**config.mk**
```make
export PLATFORM = sky130hd
export DESIGN_NAME = iob_picorv32_bus_arbiter
export DESIGN_NICKNAME = d
export VERILOG_FILES = /design/src/rtl/iob_picorv32_bus_arbiter.sv
export SDC_FILE = /design/constraint.sdc
export NUM_CORES = 1
export LEC_CHECK = 0
export ABC_AREA = 1
export BUFFER_PORTS_ARGS = -buffer_cell sky130_fd_sc_hd__buf_2
export CAP_MARGIN = 20
export CELL_PAD_IN_SITES_DETAIL_PLACEMENT = 1
export CELL_PAD_IN_SITES_GLOBAL_PLACEMENT = 1
export CORE_AREA = 4 4 118 120
export DETAILED_ROUTE_END_ITERATION = 6
export DIE_AREA = 0 0 122 124
export GPL_ROUTABILITY_DRIVEN = 0
export PLACE_DENSITY_LB_ADDON = 0.1
export REMOVE_ABC_BUFFERS = 1
export SLEW_MARGIN = 20
export SYNTH_ARGS = -nofsm -noshare
export SYNTH_HDL_FRONTEND = slang
export SYNTH_SLANG_ARGS = --single-unit
```
**constraint.sdc**
```tcl
create_clock -name clk_i -period 1.81 [get_ports clk_i]
set_input_delay 0.181 -clock clk_i [delete_from_list [all_inputs] [get_ports clk_i]]
set_output_delay 0.181 -clock clk_i [all_outputs]
set_load 0.05 [all_outputs]
```
**src/rtl/iob_picorv32_bus_arbiter.sv**
```systemverilog
// iob_picorv32_bus_arbiter: merges the CPU instruction (m0) and data (m1) IOb buses onto one shared IOb port.
module iob_picorv32_bus_arbiter #(
    parameter int ADDR_W   = 32,
    parameter int DATA_W   = 32,
    parameter int PRIORITY = 0
) (
    input  logic                  clk_i,
    input  logic                  arst_n_i,
    input  logic                  cke_i,
    input  logic                  m0_avalid_i,
    input  logic [ADDR_W-1:0]     m0_addr_i,
    input  logic [DATA_W-1:0]     m0_wdata_i,
    input  logic [DATA_W/8-1:0]   m0_wstrb_i,
    output logic [DATA_W-1:0]     m0_rdata_o,
    output logic                  m0_rvalid_o,
    output logic                  m0_ready_o,
    input  logic                  m1_avalid_i,
    input  logic [ADDR_W-1:0]     m1_addr_i,
    input  logic [DATA_W-1:0]     m1_wdata_i,
    input  logic [DATA_W/8-1:0]   m1_wstrb_i,
    output logic [DATA_W-1:0]     m1_rdata_o,
    output logic                  m1_rvalid_o,
    output logic                  m1_ready_o,
    output logic                  s_avalid_o,
    output logic [ADDR_W-1:0]     s_addr_o,
    output logic [DATA_W-1:0]     s_wdata_o,
    output logic [DATA_W/8-1:0]   s_wstrb_o,
    input  logic [DATA_W-1:0]     s_rdata_i,
    input  logic                  s_rvalid_i,
    input  logic                  s_ready_i
);
    typedef enum logic {IDLE, RD_WAIT} state_t;

    state_t state, state_nxt;
    logic lock, lock_nxt, lock_owner, lock_owner_nxt;
    logic rr_last, rr_last_nxt, rd_owner, rd_owner_nxt;
    logic win, grant, rd_route;
    logic [DATA_W/8-1:0] win_wstrb;

    always_comb begin
        // A held grant beats any new arbitration so a stalled request is never swapped out
        win = lock ? lock_owner
            : (m0_avalid_i ^ m1_avalid_i) ? m1_avalid_i
            : (PRIORITY != 0) ? 1'b0 : ~rr_last;
        grant = (state == IDLE) & (win ? m1_avalid_i : m0_avalid_i);
        win_wstrb = win ? m1_wstrb_i : m0_wstrb_i;
        s_avalid_o = grant;
        s_addr_o = grant ? (win ? m1_addr_i : m0_addr_i) : '0;
        s_wdata_o = grant ? (win ? m1_wdata_i : m0_wdata_i) : '0;
        s_wstrb_o = grant ? win_wstrb : '0;
        m0_ready_o = grant & ~win & s_ready_i;
        m1_ready_o = grant & win & s_ready_i;
        rd_route = (state == RD_WAIT);
        m0_rdata_o = (rd_route & ~rd_owner) ? s_rdata_i : '0;
        m1_rdata_o = (rd_route & rd_owner) ? s_rdata_i : '0;
        m0_rvalid_o = rd_route & ~rd_owner & s_rvalid_i;
        m1_rvalid_o = rd_route & rd_owner & s_rvalid_i;
        state_nxt = state;
        lock_nxt = lock;
        lock_owner_nxt = lock_owner;
        rr_last_nxt = rr_last;
        rd_owner_nxt = rd_owner;
        if (state == RD_WAIT) begin
            if (s_rvalid_i) state_nxt = IDLE;
        end else if (grant & s_ready_i) begin
            lock_nxt = 1'b0;
            rr_last_nxt = win;
            if (win_wstrb == '0) begin
                state_nxt = RD_WAIT;
                rd_owner_nxt = win;
            end
        end else begin
            lock_nxt = grant;
            lock_owner_nxt = win;
        end
    end

    always_ff @(posedge clk_i or negedge arst_n_i) begin
        if (!arst_n_i) begin
            state <= IDLE;
            lock <= 1'b0;
            lock_owner <= 1'b0;
            rr_last <= 1'b1;
            rd_owner <= 1'b0;
        end else if (cke_i) begin
            state <= state_nxt;
            lock <= lock_nxt;
            lock_owner <= lock_owner_nxt;
            rr_last <= rr_last_nxt;
            rd_owner <= rd_owner_nxt;
        end
    end
endmodule

```
Word-level counts from Yosys, hierarchy flattened
Cells that the tools add are included.
Storage, ports and cells
  register bits: 5
  logic and storage cells: 42
Cells by class
  multiplexer cells: 16
  bitwise operators: 16
  reduce and logical (&&, ||, !) cells: 5
Operator list (number)
  32-bit two-way mux: 6
  1-bit AND: 10
  1-bit two-way mux: 8
  4-bit two-way mux: 2
  3-bit AND reduction: 2
  1-bit inverter: 5
  4-bit zero test: 1
  4-bit AND reduction: 1
  2-bit AND reduction: 1
  1-bit bitwise XOR: 1

Logic depth before layout (Yosys ltp)
Gate-level depths: netlist (run 1).
  depth in word-level cells: 8
  gate-level depth with buffers: 11

Least setup slack after synthesis (run 1)
No wires, ideal clock.
  kind: register to output
  start point: register rr_last
  end point: output port m0_ready_o
  arrival: 2.232 ns
  data required time: 1.629 ns
  slack: -0.603 ns
  stages on the path, launching flop included: 8
  cell sequence: dfstp_2 -> nor2_1 -> nor2_1 -> nand2_2 -> nand3_2 -> nand3_4 -> buf_2 -> nor3_1
On the way
  word-level cells in the longest chain between the ends: 7
  elaborated cells on any way between the ends: 8
Ends and longest elaborated chain
  from (decl): line 36  | logic rr_last, rr_last_nxt, rd_owner, rd_owner_nxt;
  from (signal assigned): line 89  | rr_last <= rr_last_nxt;
  1-bit inverter (*): line 44  | : (PRIORITY != 0) ? 1'b0 : ~rr_last;
  1-bit two-way mux (*): line 43  | : (m0_avalid_i ^ m1_avalid_i) ? m1_avalid_i
  1-bit two-way mux (*): line 42  | win = lock ? lock_owner
  1-bit two-way mux: line 45  | grant = (state == IDLE) & (win ? m1_avalid_i : m0_avalid_i);
  1-bit AND: line 45
  1-bit AND (*) (2 in a row): line 51  | m0_ready_o = grant & ~win & s_ready_i;
  to (decl): line 16  | output logic m0_ready_o,
Mark *: on every way between the ends. The rest lies on a longest branch, timed or not.

Final worst setup path (run 1)
  start point: register rr_last
  end point: output port s_wstrb_o[3]
On the way
  word-level cells in the longest chain between the ends: 6
  elaborated cells on any way between the ends: 7
Ends and longest elaborated chain
  1-bit inverter (*): line 44
  1-bit two-way mux (*): line 43
  1-bit two-way mux (*): line 42
  1-bit two-way mux: line 45
  1-bit AND: line 45
  4-bit two-way mux (*): line 50  | s_wstrb_o = grant ? win_wstrb : '0;
  to (decl): line 27  | output logic [DATA_W/8-1:0] s_wstrb_o,
Marked as above.

==> results of run 1 <==
==> worst reg2reg max path, stage by stage (launching register included) <==
cell and delay (ns):
dfstp_2 0.54, nor2_1 0.05, nor2_1 0.12, nand2_2 0.13, nand2_8 0.12, buf_6 0.14
clkbuf_16 0.14, nand2_2 0.05, nand2_2 0.07, nand2_2 0.06, nor2_4 0.12, nand3_1 0.08
nand2_1 0.07, nand2_1 0.05
==> cell families (layout without fill, tap and decap cells) <==
group / count (synthesis) / in the layout / share of synthesized area
AND/OR/NAND/NOR: 239 / 239 / 0.545
flip-flops: 5 / 5 / 0.0712
buffers and inverters: 75 / 388 / 0.190
AO/OA/AOI/OAI: 69 / 69 / 0.195
==> layer usage <==
metal  part of all wire  wire [um]
met1               0.32       4280
met2               0.54       7140
met3               0.13       1760
met4             0.0048         63
met5                  0          0
==> sequential cells by signal, summed over array words and instances (netlist names) <==
register and count:
lock_owner 1, lock 1, rd_owner 1, rr_last 1, rd_route 1
==> Yosys cell counts <==
library cell  count
nand2_1         148
inv_2             1
dfstp_2           1
nand3b_1          3
nand2_2           1
nand3_4           1
buf_4             7
o21ai_0           2
nand2_8           1
inv_1            45
nand4_1           1
a21oi_1          64
nor3_1            2
nand3_1           4
buf_6             2
or2_1             1
clkbuf_1          9
dfrtp_1           4
nand3_2           1
nor2_2            2
buf_2            11
nor2_1           73
or2_2             1
o21ai_1           3
==> final cells by class <==
class | instances | area (sq um)
Clock buffer | 4 | 78.8
Timing Repair Buffer | 338 | 2370
Inverter | 46 | 173
Fill cell | 1764 | 8460
Sequential cell | 5 | 126
Multi-Input combinational cell | 308 | 1550
Tap cell | 176 | 220
==> report_power, final <==
group	switching (mW)	leakage [nW]	internal, mW
registers	0.0254	0.0628	0.157
clock network	0.0833	0.0382	0.293
logic	4.36	2.56	2.30
==> timing repair <==
item	in CTS	in global routing
resized for setup	142	49
cloned	0	3
hold buffers	1	0
setup endpoints to repair	98	100
setup buffers	0	3
endpoints found under the hold margin	5	0
pin swaps	17	4
==> stage by stage <==
stage / area, sq um / power, mW
6_report: 4520 / 7.21
3_5_place_dp: 3730 / 5.69
5_1_grt: 4520 / 7.61
4_1_cts: 4250 / 6.82
2_1_floorplan: 1610 / 3.75
3_3_place_gp: 3730 / 5.64
==> path summary, 6_finish.rpt <==
kind                                     startpoint  cells past startpoint                    to
min in group asynchronous                  arst_n_i                      2  rd_route$_DFFE_PN0P_
worst max-delay path            rr_last$_DFFE_PN1P_                      9          s_wstrb_o[3]
max in group asynchronous                  arst_n_i                      2   rr_last$_DFFE_PN1P_
worst min register to register  rr_last$_DFFE_PN1P_                      2   rr_last$_DFFE_PN1P_
worst min-delay path                          cke_i                      3  rd_route$_DFFE_PN0P_
worst max register to register  rr_last$_DFFE_PN1P_                     13  rd_owner$_DFFE_PN0P_
==> run_results.csv, run 1 <==
group,metric,value,unit
outcome,status,"finished, violations left",
outcome,violations,"setup timing",
timing,slew-limit-headroom,0.689,
clock_tree,cts_tree,"built",
setup_path,r2r_slack,-0.04,ns
timing,fin_crit_sh,1.17,
clock_tree,clkLatencyLatePin,0.23,ns
setup_path,critical_path_arrival,1.93,ns
setup_path,timing.critical_path.max_delay_family,"simple AND/OR/NAND/NOR gates",
setup_path,cpMaxStageDelayCell,"dfstp_2",
placed_design,dp_hpwl,10.7,mm
placed_design,port_buffers,311,
setup_path,cpPeakStageDelay,0.54,ns
routing,vias,3619,
layout,final_common_cell,"buf_2",
setup_path,path_common_cell,"nor2_1",
layout,stdcell_count,877,
timing,rsz0062_at_grt,"true",
pwr,power.density,1600,nW/um^2
global_route,use_met2,0.298,
pwr,leakage,2.66,nW
layout,antennaDiodeCount,0,
global_route,grt.total_usage,0.152,
routing,drc,0,
timing,slew_viol_final,0,
synthesis,synthDistinctLibCells,24,
global_route,gr-usage-met1,0.150,
synthesis,synth.ff_latch_count,5,
global_route,grt.busiest_layer,"met2",
die,core,13000,sq um
routing,detail_route.wl_per_cell,15.1,um
die,io_pins,312,
timing,clock_skew,0.00262,ns
synthesis,yosys.area.top_type_share,0.313,
die,fp.dieH,124,um
placed_design,dp.cells,866,
clock_tree,htreeDepth,1,
pwr,irDropWorstVdd,1.06,mV
clock_tree,cts_buffers,3,
routing,drt-pass1-iter-count,3,
die,start_util,0.137,
layout,layout-drive-gt1-share,0.576,
synthesis,syn-mean-instance-area,4.58,sq um
setup_path,worstSetupPathType,"reg2out",
global_route,grt_max_degree,42,
global_route,antenna_found_initial,0,
synthesis,ys_seq_area_frac,0.0712,
placed_design,pre_cts_ws,-0.141,ns
timing,finalSetupViolCount,73,
synthesis,yosysTopAreaCell,"nand2_1",
setup_path,worstPathCellList,"nor2_1 -> nor2_1 -> nand2_2 -> nand3_2 -> nand3_4 -> buf_6 -> buf_4 -> nor2_1 -> buf_6",
timing,hold_viol,0,
global_route,overflow,0,
synthesis,synth_warnings,0,
die,dieArea,15100,sq um
timing,max_freq,474,MHz
global_route,grt_pass1_vias,3713,
worst_hold_path,worstHoldPathType,"in2reg",
setup_path,end_kind,"output port",
synthesis,netlist_instances,388,
timing,setup_ws,-0.301,ns
setup_path,critPathBufInv,3,
timing,holdWs,0.224,ns
synthesis,syn_area,1780,sq um
timing,finalSetupTns,-17.14,ns
layout,area_growth,154,%
global_route,grt_pass1_wl,18.6,mm
clock_tree,clkSlewWorstSetupHoldPaths,0.04,ns
routing,routed_wl,13.2,mm
flow_run,max_cap_violations,0,
timing,worstMarginPinSlew,0.465,ns
layout,final_util,0.348,
die,dieWidth,122,um
clock_tree,clkSinkCount,5,
die,rows,42,
routing,drtIter0Drc,98,
setup_path,crit_path_max_fanout,13,
layout,fin_nets,877,
clock_tree,cts_max_path_buffers,2,
clock_tree,cts_root_buf,"clkbuf_16",
layout,final_cell_mix,"buf_2 (214), nand2_1 (137), nor2_1 (70)",
timing,finalCriticalPeriod,2.11,ns
routing,avgViaCountPerCell,4.13,
setup_path,startpoint_type,"register",
setup_path,required,1.63,ns
routing,antenna_left,0,
global_route,gr-usage-met3,0.0695,
synthesis,synth_area_leaders,"nand2_1 (31%), a21oi_1 (18%), nor2_1 (15%)",
Power figures use the tool's default switching activity.
==> run 2: changes to the inputs <==
ABC_AREA = not set   (was 1)
ABC_CLOCK_PERIOD_IN_PS = 1810   (was not set)
CORE_AREA = 4 4 119 121   (was 4 4 118 120)
DIE_AREA = 0 0 123 125   (was 0 0 122 124)
==> run 2 against run 1 <==
Compared with the run above: the run still ends with setup timing left; wire length rose by 8.9%; critical path depth shrank 2; area after synthesis is 10% lower; first-iteration DRC count fell by 1.0%; final cell count is 20% lower; sequential share of layout area up 0.075 points; non-clock buffer count is 1 lower; setup slack gained 0.16 ns; sequential power is 4% higher; core utilization decreased by 0.84 points; critical endpoint is now s_addr_o[2]; largest power group unchanged; highest routed layer is now met5.
==> run_results.csv, run 2 <==
group,metric,value,unit
outcome,status,"finished, violations left",
outcome,violations,"setup timing",
setup_path,required,1.63,ns
placed_design,dp_hpwl,11.3,mm
setup_path,critical_path_arrival,1.77,ns
synthesis,synthMostInstantiatedCell,"a22o_1",
synthesis,yosysTopAreaCell,"a22o_1",
layout,design_area,4440,sq um
clock_tree,clkSinkCount,5,
setup_path,reg2regPathDepth,7,
timing,finalCriticalPeriod,1.95,ns
timing,rsz0062_at_grt,"true",
timing,clock_skew,0.00211,ns
setup_path,path_depth,7,
setup_path,startpoint_type,"register",
routing,vias,3028,
routing,drc,0,
setup_path,crit_path_max_fanout,9,
pwr,power.density,1110,nW/um^2
clock_tree,clkLatencyLatePin,0.23,ns
timing,slew-limit-headroom,0.794,
die,dieArea,15400,sq um
pwr,switching_share,0.542,
synthesis,synth.ff_latch_count,5,
setup_path,timing.critical_path.max_delay_family,"flip-flops",
die,fp.dieH,125,um
layout,fin_nets,699,
timing,fin_crit_sh,1.08,
timing,max_freq,512,MHz
layout,final_cell_mix,"buf_2 (207), buf_6 (76), a22o_1 (61)",
setup_path,cpMaxStageDelayCell,"dfstp_2",
layout,multi_input_area,1360,sq um
timing,holdWs,0.259,ns
setup_path,end_kind,"output port",
pwr,p_seq_frac,0.038,
synthesis,synthArstFlopShare,1.00,
layout,regArea,128,sq um
global_route,grt.total_usage,0.163,
global_route,antenna_found_initial,2,
clock_tree,cts_root_buf,"clkbuf_16",
routing,wl_met2,7.83,mm
pwr,leakage,2.52,nW
routing,antenna_left,0,
pwr,switchingPower,2.67,mW
layout,layout-drive-gt1-share,0.685,
die,dieWidth,123,um
die,io_pins,312,
synthesis,synth_warnings,0,
synthesis,synthDistinctLibCells,29,
worst_hold_path,worstHoldPathType,"in2reg",
timing,worstMarginPinSlew,0.310,ns
synthesis,yosys.area.top_type_share,0.352,
clock_tree,cts_max_path_buffers,2,
setup_path,worst_r2r_startpoint,"rr_last$_DFFE_PN1P_",
clock_tree,cts_buffers,3,
global_route,grt_max_degree,39,
synthesis,netlist_instances,206,
routing,detail_route.wl_per_cell,20.6,um
worst_hold_path,min_from,"cke_i",
synthesis,ys_top_cells_by_count,"a22o_1 (64), and2_1 (35), and3_1 (33)",
layout,nFillCells,1582,
setup_path,worstSetupPathType,"reg2out",
routing,drtIter0Drc,97,
setup_path,startpoint,"rr_last$_DFFE_PN1P_",
routing,wl_met3,1.30,mm
pwr,clockPowerShare,0.075,
timing,hold_viol,0,
routing,drt-pass1-iter-count,4,
synthesis,syn_area,1590,sq um
routing,top_layer,"met5",
timing,finalSetupViolCount,70,
pwr,irDropWorstVdd,0.398,mV
placed_design,place_area,3620,sq um
clock_tree,htreeDepth,1,
clock_tree,cts_tree,"built",
timing,setup_ws,-0.141,ns
global_route,grt_pass1_wl,19.5,mm
pwr,p_comb_frac,0.887,
synthesis,ys.flop_type,"dfrtp_1",
global_route,grt_pass1_vias,3211,
layout,area_growth,179,%
setup_path,cpPeakStageDelay,0.55,ns
layout,final_common_cell,"buf_2",
placed_design,port_buffers,311,
synthesis,syn-mean-instance-area,7.73,sq um
setup_path,worstPathCellList,"nand2b_1 -> o21ai_2 -> nor2_4 -> buf_4 -> buf_8 -> a22o_1 -> buf_6",
die,core,13100,sq um
layout,final_util,0.339,
synthesis,synth_edf_count,0,
routing,drt-met1-wl,4.54,mm
synthesis,ys_seq_area_frac,0.0793,
die,start_util,0.122,
routing,routed_wl,14.4,mm
clock_tree,clkSlewWorstSetupHoldPaths,0.04,ns
die,rows,42,
pwr,p_int,2.26,mW
synthesis,synth_area_leaders,"a22o_1 (35%), and2_1 (14%), and3_1 (13%)",
global_route,overflow,0,
timing,slew_viol_final,0,
worst_hold_path,hold_depth,4,
routing,avgViaCountPerCell,4.33,
flow_run,max_cap_violations,0,
setup_path,critPathBufInv,3,
run 2: area by class of cell:
cell class / count / share of cell area
multi-input combinational: 174 / 0.306
inverter: 3 / 0.00254
sequential: 5 / 0.0287
antenna: 1 / 0.000563
clock buffer: 4 / 0.0177
timing repair buffer: 337 / 0.594
tap: 176 / 0.0496
run 2: logic make-up (layout without fill, tap and decap cells):
kind of cell	after synthesis	count (layout)	share of synthesized area
AND/OR/NAND/NOR	90	90	0.341
AO/OA/AOI/OAI	76	76	0.424
buffers and inverters	27	344	0.104
multiplexers	8	8	0.0518
flip-flops	5	5	0.0793
other	0	1	0
run 2: path summary, 6_finish.rpt:
check / endpoint / slack (ns)
min in group asynchronous: lock_owner$_DFFE_PN0P_ / 0.30
max in group asynchronous: rr_last$_DFFE_PN1P_ / 1.29
worst max-delay path: s_addr_o[2] / -0.14
worst min-delay path: rd_route$_DFFE_PN0P_ / 0.26
worst max register to register: rd_route$_DFFE_PN0P_ / 0.07
worst min register to register: rr_last$_DFFE_PN1P_ / 0.63
run 2: per-layer routing:
metal | vias to the layer above | GRT usage
met5 | - | 0
met4 | 2 | 0.0691
met3 | 28 | 0.0434
met2 | 167 | 0.323
met1 | 1409 | 0.153
li1 | 1422 | -
run 2: what timing repair did:
item / 4_1_cts / 5_1_grt
buffers inserted: 2 / 5
endpoints found under the hold margin: 5 / 0
cloned: 2 / 3
pin swaps: 1 / 1
resized for setup: 147 / 32
hold buffers: 1 / 0
endpoints found under the setup margin: 103 / 104
run 2: power by group through the flow:
| stage | Combinational (mW) | Clock [mW] | Sequential [mW] |
|---|---|---|---|
| after CTS | 4.19 | 0.371 | 0.188 |
| after global placement | 3.57 | 0 | 0.190 |
| final | 4.38 | 0.368 | 0.190 |
| after global routing | 4.54 | 0.382 | 0.195 |
| after detailed placement | 3.58 | 0 | 0.193 |
| after floorplan | 2.23 | 0 | 0.195 |
run 2: worst min-delay path, cell delays in order:
cell and delay, ns:
buf_2 0.10, nand2_1 0.05, nand2_1 0.06, o21ai_1 0.05
run 2: stage by stage:
stage	setup TNS, ns	power [mW]	instances	setup WS [ns]
6_report	-7.54	4.94	700	-0.141
5_1_grt	-12.87	5.12	700	-0.210
4_1_cts	-6.82	4.74	691	-0.145
3_5_place_dp	0	3.77	682	0.0519
3_3_place_gp	0	3.76	682	0.0689
2_1_floorplan	-133.76	2.42	182	-1.84
==> run 3: changes to the inputs <==
PLACE_DENSITY_LB_ADDON = 0.05   (was 0.1)
==> run 3 against run 2 <==
Compared with the run above: the run still ends with setup timing left; clock skew about the same; global-route usage shrank 0.73 points; core utilization shrank 3.1 points; sequential share of layout area grew 0.29 points; clock power hardly changed; combinational power is 10% lower; critical path depth shrank 1; hold slack worse by 0.0061 ns; register-to-register slack improved by 0.07 ns; non-clock buffer count shrank 7; sequential cell count is the same; highest routed layer unchanged.
==> run_results.csv, run 3 (synthesized netlist as in run 2, its figures left out) <==
group,metric,value,unit
outcome,status,"finished, violations left",
outcome,violations,"setup timing",
routing,avgViaCountPerCell,4.23,
worst_hold_path,hold_depth,4,
pwr,irDropWorstVdd,0.743,mV
setup_path,worst_r2r_startpoint,"rr_last$_DFFE_PN1P_",
timing,hold_viol,0,
setup_path,critical_path_arrival,1.78,ns
die,fp.dieH,125,um
setup_path,cpPeakStageDelay,0.55,ns
routing,drtIter0Drc,79,
setup_path,crit_path_max_fanout,19,
pwr,leakage,2.42,nW
setup_path,worstPathCellList,"nand2_1 -> nor2_1 -> and4bb_4 -> buf_12 -> a22o_4 -> buf_6",
timing,fin_crit_sh,1.08,
timing,worstMarginPinSlew,0.307,ns
placed_design,pre_cts_ws,-0.0221,ns
timing,setup_ws,-0.147,ns
timing,max_freq,511,MHz
layout,layout-drive-gt1-share,0.678,
die,io_pins,312,
clock_tree,cts_buffers,3,
setup_path,cpMaxStageDelayCell,"dfstp_2",
clock_tree,cts_tree,"built",
global_route,grt_pass1_wl,18.7,mm
setup_path,end_kind,"output port",
routing,drc,0,
setup_path,r2r_slack,0.14,ns
routing,antenna_left,0,
worst_hold_path,worstHoldPathType,"in2reg",
clock_tree,clkSlewWorstSetupHoldPaths,0.03,ns
global_route,grt.total_usage,0.156,
die,rows,42,
routing,drt-pass1-iter-count,4,
routing,detail_route.wl_per_cell,19.4,um
clock_tree,clkSinkCount,5,
global_route,overflow,0,
timing,finalCriticalPeriod,1.96,ns
placed_design,port_buffers,311,
setup_path,rr_endpoint,"rd_route$_DFFE_PN0P_",
setup_path,startpoint_type,"register",
placed_design,dp_hpwl,11.2,mm
timing,holdWs,0.253,ns
routing,routed_wl,13.5,mm
pwr,power.density,1110,nW/um^2
layout,final_cell_mix,"buf_2 (236), buf_6 (71), a22o_1 (62)",
timing,slew_viol_final,0,
worst_hold_path,min_from,"cke_i",
layout,final_common_cell,"buf_2",
routing,vias,2925,
clock_tree,htreeDepth,1,
clock_tree,cts_max_path_buffers,2,
die,core,13100,sq um
timing,finalSetupTns,-7.75,ns
die,start_util,0.122,
layout,design_area,4040,sq um
global_route,antenna_found_initial,1,
layout,fin_nets,692,
timing,slew-limit-headroom,0.795,
setup_path,required,1.63,ns
clock_tree,clkLatencyLatePin,0.23,ns
setup_path,worstSetupPathType,"reg2out",
placed_design,place_area,3360,sq um
worst_hold_path,hold_end,"rd_route$_DFFE_PN0P_",
layout,antennaDiodeCount,0,
setup_path,reg2regPathDepth,6,
timing,finalSetupViolCount,70,
global_route,grt_pass1_vias,2962,
global_route,grt_max_degree,36,
die,dieArea,15400,sq um
clock_tree,cts_root_buf,"clkbuf_16",
timing,clock_skew,0.00235,ns
die,dieWidth,123,um
flow_run,max_cap_violations,0,
timing,rsz0062_at_grt,"true",
layout,area_growth,154,%
run 3: cell count changes in the layout (fill, tap and decap cells not counted), moves of 4 or more:
cell      previous run  this run
buf_2              207       236
buf_4               26        10
buf_12              22         4
buf_6               76        71
clkbuf_4             1         5
run 3: critical path, delay by kind of cell (launching register included):
family,cells,cell delay [ns]
and+or+nand+nor,3,0.44
AOI/OAI and AO/OA,1,0.23
buffers and inverters,2,0.32
DFF,1,0.55
run 3: timing repair:
action | CTS | global route
resized for setup | 136 | 27
gates cloned | 1 | 2
hold buffers | 1 | 0
setup endpoints to repair | 75 | 104
pin swaps | 1 | 1
endpoints found under the hold margin | 5 | 0
buffers inserted | 2 | 0
run 3: worst max path at each step:
stage	to	from	slack [ns]	depth (start not counted)
global placement	s_wdata_o[21]	rr_last$_DFFE_PN1P_	-0.007	6
global route	s_wdata_o[23]	rr_last$_DFFE_PN1P_	-0.19	6
CTS	s_wdata_o[7]	rr_last$_DFFE_PN1P_	-0.12	6
finish	s_wdata_o[23]	rr_last$_DFFE_PN1P_	-0.15	6
floorplan	s_addr_o[0]	lock$_DFFE_PN0P_	-1.84	4
detailed placement	s_wdata_o[7]	rr_last$_DFFE_PN1P_	-0.02	6
run 3: per-stage QoR:
step,util,power [mW],std cells
finish,0.309,4.49,692
global route,0.309,4.68,692
CTS,0.299,4.40,690
detailed placement,0.257,3.40,682
global placement,0.257,3.40,682
floorplan,-,2.42,182
run 3: layout make-up:
cell class / count / area [sq um]
Fill cell: 1600 / 9040
Timing Repair Buffer: 330 / 2250
Multi-Input combinational cell: 174 / 1350
Tap cell: 176 / 220
Sequential cell: 5 / 128
Clock buffer: 4 / 78.8
Inverter: 3 / 11.3
run 3: metal layers:
metal  track usage  wire length [um]  vias to the layer above
li1              -                 -                     1407
met1         0.158              4560                     1392
met2         0.328              7800                      118
met3        0.0312              1030                        6
met4        0.0137                51                        2
met5             0                13                        -
run 3: report_power, final:
| group | switching (mW) | internal, mW |
|---|---|---|
| Clock | 0.0766 | 0.292 |
| Sequential | 0.0330 | 0.150 |
| Combinational | 2.42 | 1.52 |
